## config.mk

```make
export PLATFORM = sky130hd
export DESIGN_NAME = fetch_sequencer
export DESIGN_NICKNAME = d
export VERILOG_FILES = /design/src/rtl/fetch_pkg.sv /design/src/rtl/fetch_sequencer.sv
export SDC_FILE = /design/constraint.sdc
export NUM_CORES = 1
export LEC_CHECK = 0
export ABC_AREA = 1
export CAP_MARGIN = 20
export CORE_ASPECT_RATIO = 1.5
export CORE_UTILIZATION = 36
export DETAILED_ROUTE_END_ITERATION = 12
export PLACE_DENSITY_LB_ADDON = 0.1
export SETUP_SLACK_MARGIN = 0.4
export SYNTH_ARGS = -nofsm -noshare
export SYNTH_HDL_FRONTEND = slang
export SYNTH_SLANG_ARGS = --single-unit
```

## constraint.sdc

```tcl
create_clock -name clk -period 4.1 [get_ports clk]
set_clock_uncertainty 0.05 [all_clocks]
set_input_delay 0.82 -clock clk [delete_from_list [all_inputs] [get_ports clk]]
set_output_delay 0.82 -clock clk [all_outputs]
set_load 0.05 [all_outputs]
```

## src/rtl/fetch_pkg.sv

```systemverilog
// Shared types and constants for the instruction fetch sequencer.
// Latency: n/a (declarations only).
// Backpressure: n/a (declarations only).
package fetch_pkg;

  // Sequencer states: IDLE accepts a request, READ walks the four byte
  // lanes, HOLD presents the assembled word until the core takes it.
  typedef enum logic [1:0] {
    IDLE = 2'd0,
    READ = 2'd1,
    HOLD = 2'd2
  } state_t;

  localparam int BYTES_PER_WORD = 4;
  localparam int LANE_W         = $clog2(BYTES_PER_WORD);

endpackage

```

## src/rtl/fetch_sequencer.sv

```systemverilog
// Assembles a 32-bit little-endian instruction from a byte-wide memory, one byte per cycle.
// Latency: request accepted at edge N, instrValid high after edge N+4 (N+1 for a misalign trap).
// Backpressure: fetchReady low while busy; the word is held in HOLD until instrAck (flush aborts).
//
// Ports:
//   clk, resetN             clock, async active-low reset
//   fetchReq/fetchAddr      request in, accepted when fetchReady=1 and flush=0
//   fetchReady              high only in IDLE
//   memAddr/memData         byte address out, byte returned combinationally
//   flush                   abort any fetch in progress (READ or HOLD)
//   instruction/instrValid  assembled word, valid held until instrAck
//   misalignErr             trap flag, qualified by instrValid
//   fetchCount              acknowledged fetches, wraps at 2^CNT_W
//
// Build option: define IMEM_MISALIGN_TRAP_EN to trap requests whose fetchAddr[1:0] != 0
// instead of reading them byte by byte.
module fetch_sequencer
  import fetch_pkg::*;
#(
  parameter int ADDR_W = 8,
  parameter int CNT_W  = 16
) (
  input  logic              clk,
  input  logic              resetN,
  input  logic              fetchReq,
  input  logic [ADDR_W-1:0] fetchAddr,
  output logic              fetchReady,
  output logic [ADDR_W-1:0] memAddr,
  input  logic [7:0]        memData,
  input  logic              flush,
  output logic [31:0]       instruction,
  output logic              instrValid,
  input  logic              instrAck,
  output logic              misalignErr,
  output logic [CNT_W-1:0]  fetchCount
);

  state_t              state;
  state_t              nextState;
  logic [ADDR_W-1:0]   base;
  logic [LANE_W-1:0]   byteCnt;

  logic                accept;       // request taken this cycle
  logic                capture;      // write memData into lane byteCnt
  logic                retire;       // instrAck honoured in HOLD
  logic                holdExit;     // leaving HOLD by ack or flush
  logic                misalignedReq;

`ifdef IMEM_MISALIGN_TRAP_EN
  assign misalignedReq = |fetchAddr[LANE_W-1:0];
`else
  assign misalignedReq = 1'b0;
`endif

  // State register
  always_ff @(posedge clk or negedge resetN) begin
    if (!resetN) begin
      state <= IDLE;
    end else begin
      state <= nextState;
    end
  end

  // Next state and datapath strobes. flush outranks instrAck and fetchReq.
  always_comb begin
    nextState = state;
    accept    = 1'b0;
    capture   = 1'b0;
    retire    = 1'b0;
    holdExit  = 1'b0;
    case (state)
      IDLE: begin
        if (fetchReq && !flush) begin
          accept    = 1'b1;
          nextState = misalignedReq ? HOLD : READ;
        end
      end
      READ: begin
        if (flush) begin
          nextState = IDLE;
        end else begin
          capture = 1'b1;
          if (byteCnt == LANE_W'(BYTES_PER_WORD - 1)) begin
            nextState = HOLD;
          end
        end
      end
      HOLD: begin
        if (flush) begin
          nextState = IDLE;
          holdExit  = 1'b1;
        end else if (instrAck) begin
          nextState = IDLE;
          retire    = 1'b1;
          holdExit  = 1'b1;
        end
      end
      default: nextState = IDLE;
    endcase
  end

  // Datapath. A flushed READ leaves already-written lanes in place and the
  // remaining lanes at their previous contents.
  always_ff @(posedge clk or negedge resetN) begin
    if (!resetN) begin
      base        <= '0;
      byteCnt     <= '0;
      instruction <= '0;
      fetchCount  <= '0;
    end else begin
      if (accept) begin
        base    <= fetchAddr;
        byteCnt <= '0;
        if (misalignedReq) begin
          instruction <= '0;
        end
      end
      if (capture) begin
        instruction[{byteCnt, 3'b000} +: 8] <= memData;
        // Wraps back to 0 after lane 3, ready for the next word.
        byteCnt <= byteCnt + LANE_W'(1);
      end
      if (retire) begin
        fetchCount <= fetchCount + CNT_W'(1);
      end
    end
  end

`ifdef IMEM_MISALIGN_TRAP_EN
  logic misalignQ;

  always_ff @(posedge clk or negedge resetN) begin
    if (!resetN) begin
      misalignQ <= 1'b0;
    end else if (accept) begin
      misalignQ <= misalignedReq;
    end else if (holdExit) begin
      misalignQ <= 1'b0;
    end
  end

  assign misalignErr = misalignQ;
`else
  assign misalignErr = 1'b0;
`endif

  assign fetchReady = (state == IDLE);
  assign instrValid = (state == HOLD);
  // Address adder wraps naturally at 2^ADDR_W.
  assign memAddr    = (state == READ) ? (base + ADDR_W'(byteCnt)) : '0;

endmodule

```

Yosys cells after proc, flatten, opt, wreduce, memory -nomap -nowiden:

Index checks and enable logic that the tools add are counted.

* add/subtract/negate cells: 4
* equal/unequal tests: 6
* shift operators: 2
* multiplexer cells: 17
* reduce and logical (&&, ||, !) cells: 5

Operators by type and width (number)
* 32-bit bitwise mux: 1
* 8-bit by 7-bit variable shift with 32-bit output (first input constant): 1
* 8-bit by 7-bit variable part select with 32-bit output: 1
* 16-bit by 1-bit adder with 16-bit output (second input constant): 1
* 2-bit 2-to-1 mux: 7
* 8-bit by 2-bit adder with 8-bit output: 1
* 8-bit 2-to-1 mux: 1
* 1-bit 2-to-1 mux: 7
* 5-bit negation with 7-bit output: 1
* 2-bit one-hot mux with 3 select lines: 1
* 2-bit equality test (second input constant): 2
* 3-bit by 2-bit != test with 1-bit output (second input constant): 1
* 3-bit != test (second input constant): 1
* 3-bit AND reduction: 1
* 2-bit by 1-bit adder with 2-bit output (second input constant): 1
* 2-bit by 1-bit equality test with 1-bit output (second input constant): 1
* 2-bit logical NOT: 1
* 2-bit by 1-bit != test with 1-bit output (second input constant): 1
* 2-bit nonzero test: 1
* 1-bit logical AND: 1
* 1-bit logical NOT: 1

* bits in registers: 60
* bits of input ports: 21
* output and inout bits: 59
* word-level logic and storage cells: 39

Depth between registers and ports, before layout:

* word-level depth: 6
* gate-level depth with buffers: 9
* mapped depth without buffers: 8

Worst setup path after synthesis:

OpenSTA, ideal clock, no wires.

* kind: flip-flop to output port
* start point: register byteCnt[0]
* end point: output memAddr[6]
* arrival: 2.346 ns
* data required time: 3.230 ns
* setup slack: 0.884 ns
* cell stages (with the launch flop): 6
* buffers on the path: 0
* cell sequence: dfrtp_1 -> ha_1 -> fa_1 -> nand2_1 -> nor2_1 -> a211oi_1

* cells in the longest elaborated chain, start to end: 2

Ends and longest elaborated chain
* start, declared: RTL line fetch_sequencer.sv:41 `logic [LANE_W-1:0] byteCnt;`
* start signal, assigned: RTL line fetch_sequencer.sv:121 `byteCnt <= byteCnt + LANE_W'(1);`
* 8-bit by 2-bit adder with 8-bit output: RTL line fetch_sequencer.sv:150 `assign memAddr = (state == READ) ? (base + ADDR_W'(byteCnt)) : '0;`
* 8-bit 2-to-1 mux: RTL line fetch_sequencer.sv:150
* end, declared: RTL line fetch_sequencer.sv:28 `output logic [ADDR_W-1:0] memAddr,`

Every way passes these cells.

Worst setup path in the final report:

* start point: register base[0]
* end point: output memAddr[6]

* cells in the longest elaborated chain, start to end: 2

Ends and longest elaborated chain
* start, declared: RTL line fetch_sequencer.sv:40 `logic [ADDR_W-1:0] base;`
* start signal, assigned: RTL line fetch_sequencer.sv:112 `base <= fetchAddr;`
* 8-bit by 2-bit adder with 8-bit output: RTL line fetch_sequencer.sv:150
* 8-bit 2-to-1 mux: RTL line fetch_sequencer.sv:150

Every way passes these cells.

==> qor.csv <==
metric,value,unit
outcome,"finished, final reports clean",
netlist_instances,341,
cts_sinks,60,
pwr-share-clk,21.9,%
wl_per_cell,13.8,µm
ys.flop_type,dfrtp_1,
synthMostInstantiatedCell,nand2_1,
gp_congestion,0.803,
placedCellCount,519,
antenna_left,0,
max_freq,289,MHz
drc,0,
power.switching,1.42,mW
synth_area_per_cell,9.13,µm²
die_w,77.9,µm
areaGrowthSynthToFinish,35.9,%
synth.cell_area,0.00311,mm²
layout.cells.non_filler,534,
reg2regPathDepth,7,
postCtsSetupRepairBufs,0,
synth-seq-cells,60,
timing.setup.tns,0,ps
finalMaxSlewViolations,0,
htree_levels,3,
crit_path_end_kind,output pin,
vias,2583,
start_kind,register,
worstMarginPinSlew,871,ps
rows,41,
start_util,37.0,%
synth_top_area_share,48.2,%
cts_tree,done,
r2r-end,instruction[22],
crit_type,reg2out,
cap_violations,0,
finalCritPeriodShare,84.3,%
slew_headroom,41.9,%
synth-seq-area-share,48.2,%
cts_max_path_buffers,2,
clk_latency,330,ps
cts_hold_buf,0,
pin_count,80,
dpl-instance-area,0.00396,mm²
final_area,0.00423,mm²
viasPerCell,4.84,
cp_data_arrival_time,2580,ps
hp-class,reg2reg,
fin_crit,3450,ps
clkSlewWorstSetupHoldPaths,50,ps
syn-num-nets,372,
cts-resized-gates,0,
die_area,0.00903,mm²
internal_power,1.69,mW
finalSetupViolCount,0,
cts_buffers,9,
hold_viol,0,
coreArea,0.00841,mm²
ir_drop,0.408,mV
hpwlAfterDp,5370,µm
grt_use_total,17.6,%
p_seq_share,29.0,%
dieHeight,116,µm
post-place-ws,976,ps
routed_wl,7360,µm
antenna_found_initial,0,
rr_startpoint,byteCnt[0],
worst_slack,645,ps
rsz0062_at_grt,no,
r2r_slack,1910,ps
worstPathMaxFanout,3,
p_comb_share,49.2,%
grt_pass1_vias,2466,
required,3230,ps
portBuffers,78,
gr-total-overflow,0,
power_density,735,mW/mm²
dr.pass1.iters,4,
async_flop_share,100,%
synth_commonest_cells,"nand2_1 (74), dfrtp_1 (60), nor2_1 (42)",
cts_root_buffer,clkbuf_16,
yosysTopAreaCell,dfrtp_1,
crit_end,memAddr[6],
synth_edf_count,0,
min_from,instruction[29],
drive_gt1_share,12.2,%
swShare,45.7,%
synth_cell_type_count,34,
leakagePower,1.97,nW
synthTopCellsByArea,"dfrtp_1 (48%), nand2_1 (8.9%), nor2_1 (5.1%), a21oi_1 (4.0%), nand4_1 (4.0%)",
grt_pass1_wl,12000,µm
startpoint,base[0],
antenna_cells,0,
whs,458,ps
yosysWarnings,0,
grt_max_degree,39,
nets,454,
drt_iter0_drc,106,
## worst max-delay path: stages (launching register included)
cell,delay (ps)
dfrtp_1,380
ha_1,230
fa_1,400
nand2_1,110
nor2_1,70
a211oi_1,230
clkdlybuf4s50_1,840
## sequential cells by signal, summed over array words and instances (netlist names)
register and flops:
base 8, byteCnt 2, state 2, instruction 32, fetchCount 16
## per-stage QoR
step,total power [mW],util [%]
after detailed placement,2.45,47.1
after floorplan,1.97,-
after CTS,3.14,50.3
final,3.11,50.3
after global routing,3.30,50.3
after global placement,2.44,47.1
## worst min path at each step
stage          depth (start not counted)  slack (ps)         endpoint
2_1_floorplan                          1         440          base[0]
3_3_place_gp                           2         440  instruction[30]
3_5_place_dp                           2         450  instruction[30]
4_1_cts                                2         460  instruction[27]
5_1_grt                                1         500    fetchCount[4]
6_report                               2         460  instruction[29]
## placed cells by master, fill, tap and decap left out, types with 2 or more instances in the layout
master / Yosys / final
a21oi_1: 25 / 25
a21oi_2: 6 / 6
buf_4: 2 / 2
clkbuf_1: 1 / 2
clkbuf_16: 0 / 9
clkbuf_8: 0 / 2
clkdlybuf4s50_1: 0 / 77
clkinv_2: 0 / 2
dfrtp_1: 60 / 60
ha_1: 9 / 9
inv_1: 24 / 24
inv_2: 3 / 3
mux2_2: 3 / 3
mux2_4: 3 / 3
nand2_1: 74 / 74
nand2_4: 3 / 3
nand3_1: 10 / 10
nand3b_1: 5 / 5
nand4_1: 20 / 20
nor2_1: 42 / 42
nor2_2: 7 / 7
nor2_4: 4 / 4
nor2_8: 4 / 4
o21ai_0: 14 / 14
xnor2_1: 4 / 4
xor2_1: 3 / 3
## area by class of cell
cell class,count,area (µm²)
Multi-Input combinational cell,244,1430
Sequential cell,60,1500
Tap cell,107,134
Timing Repair Buffer,80,791
Clock inverter,2,10.0
Fill cell,838,4180
Clock buffer,13,260
Inverter,28,105
## logic make-up (layout without fill, tap and decap cells)
| family | Yosys count | after routing | synth area share (%) |
|---|---|---|---|
| fa+ha+maj | 10 | 10 | 4.26 |
| flops | 60 | 60 | 48.2 |
| buf+inv | 37 | 123 | 5.87 |
| mux | 6 | 6 | 2.53 |
| simple gates | 172 | 172 | 28.1 |
| other cells | 1 | 1 | 0.120 |
| compound gates | 47 | 47 | 8.40 |
| xor+xnor | 8 | 8 | 2.49 |
## per-layer routing
layer	GRT usage (%)	routed length [µm]	share of wire [%]
met1	20.5	3080	42
met2	30.9	3810	52
met3	3.23	303	4.1
met4	8.89	161	2.2
met5	0	0	0
## power groups by stage
| stage | Sequential (mW) | Clock, mW | Combinational, mW |
|---|---|---|---|
| CTS | 0.906 | 0.696 | 1.54 |
| floorplan | 1.35 | 0 | 0.622 |
| detailed placement | 0.910 | 0 | 1.54 |
| global route | 0.927 | 0.725 | 1.65 |
| finish | 0.901 | 0.680 | 1.53 |
| global placement | 0.905 | 0 | 1.53 |
Note: power is estimated with default switching activity, not from simulation.
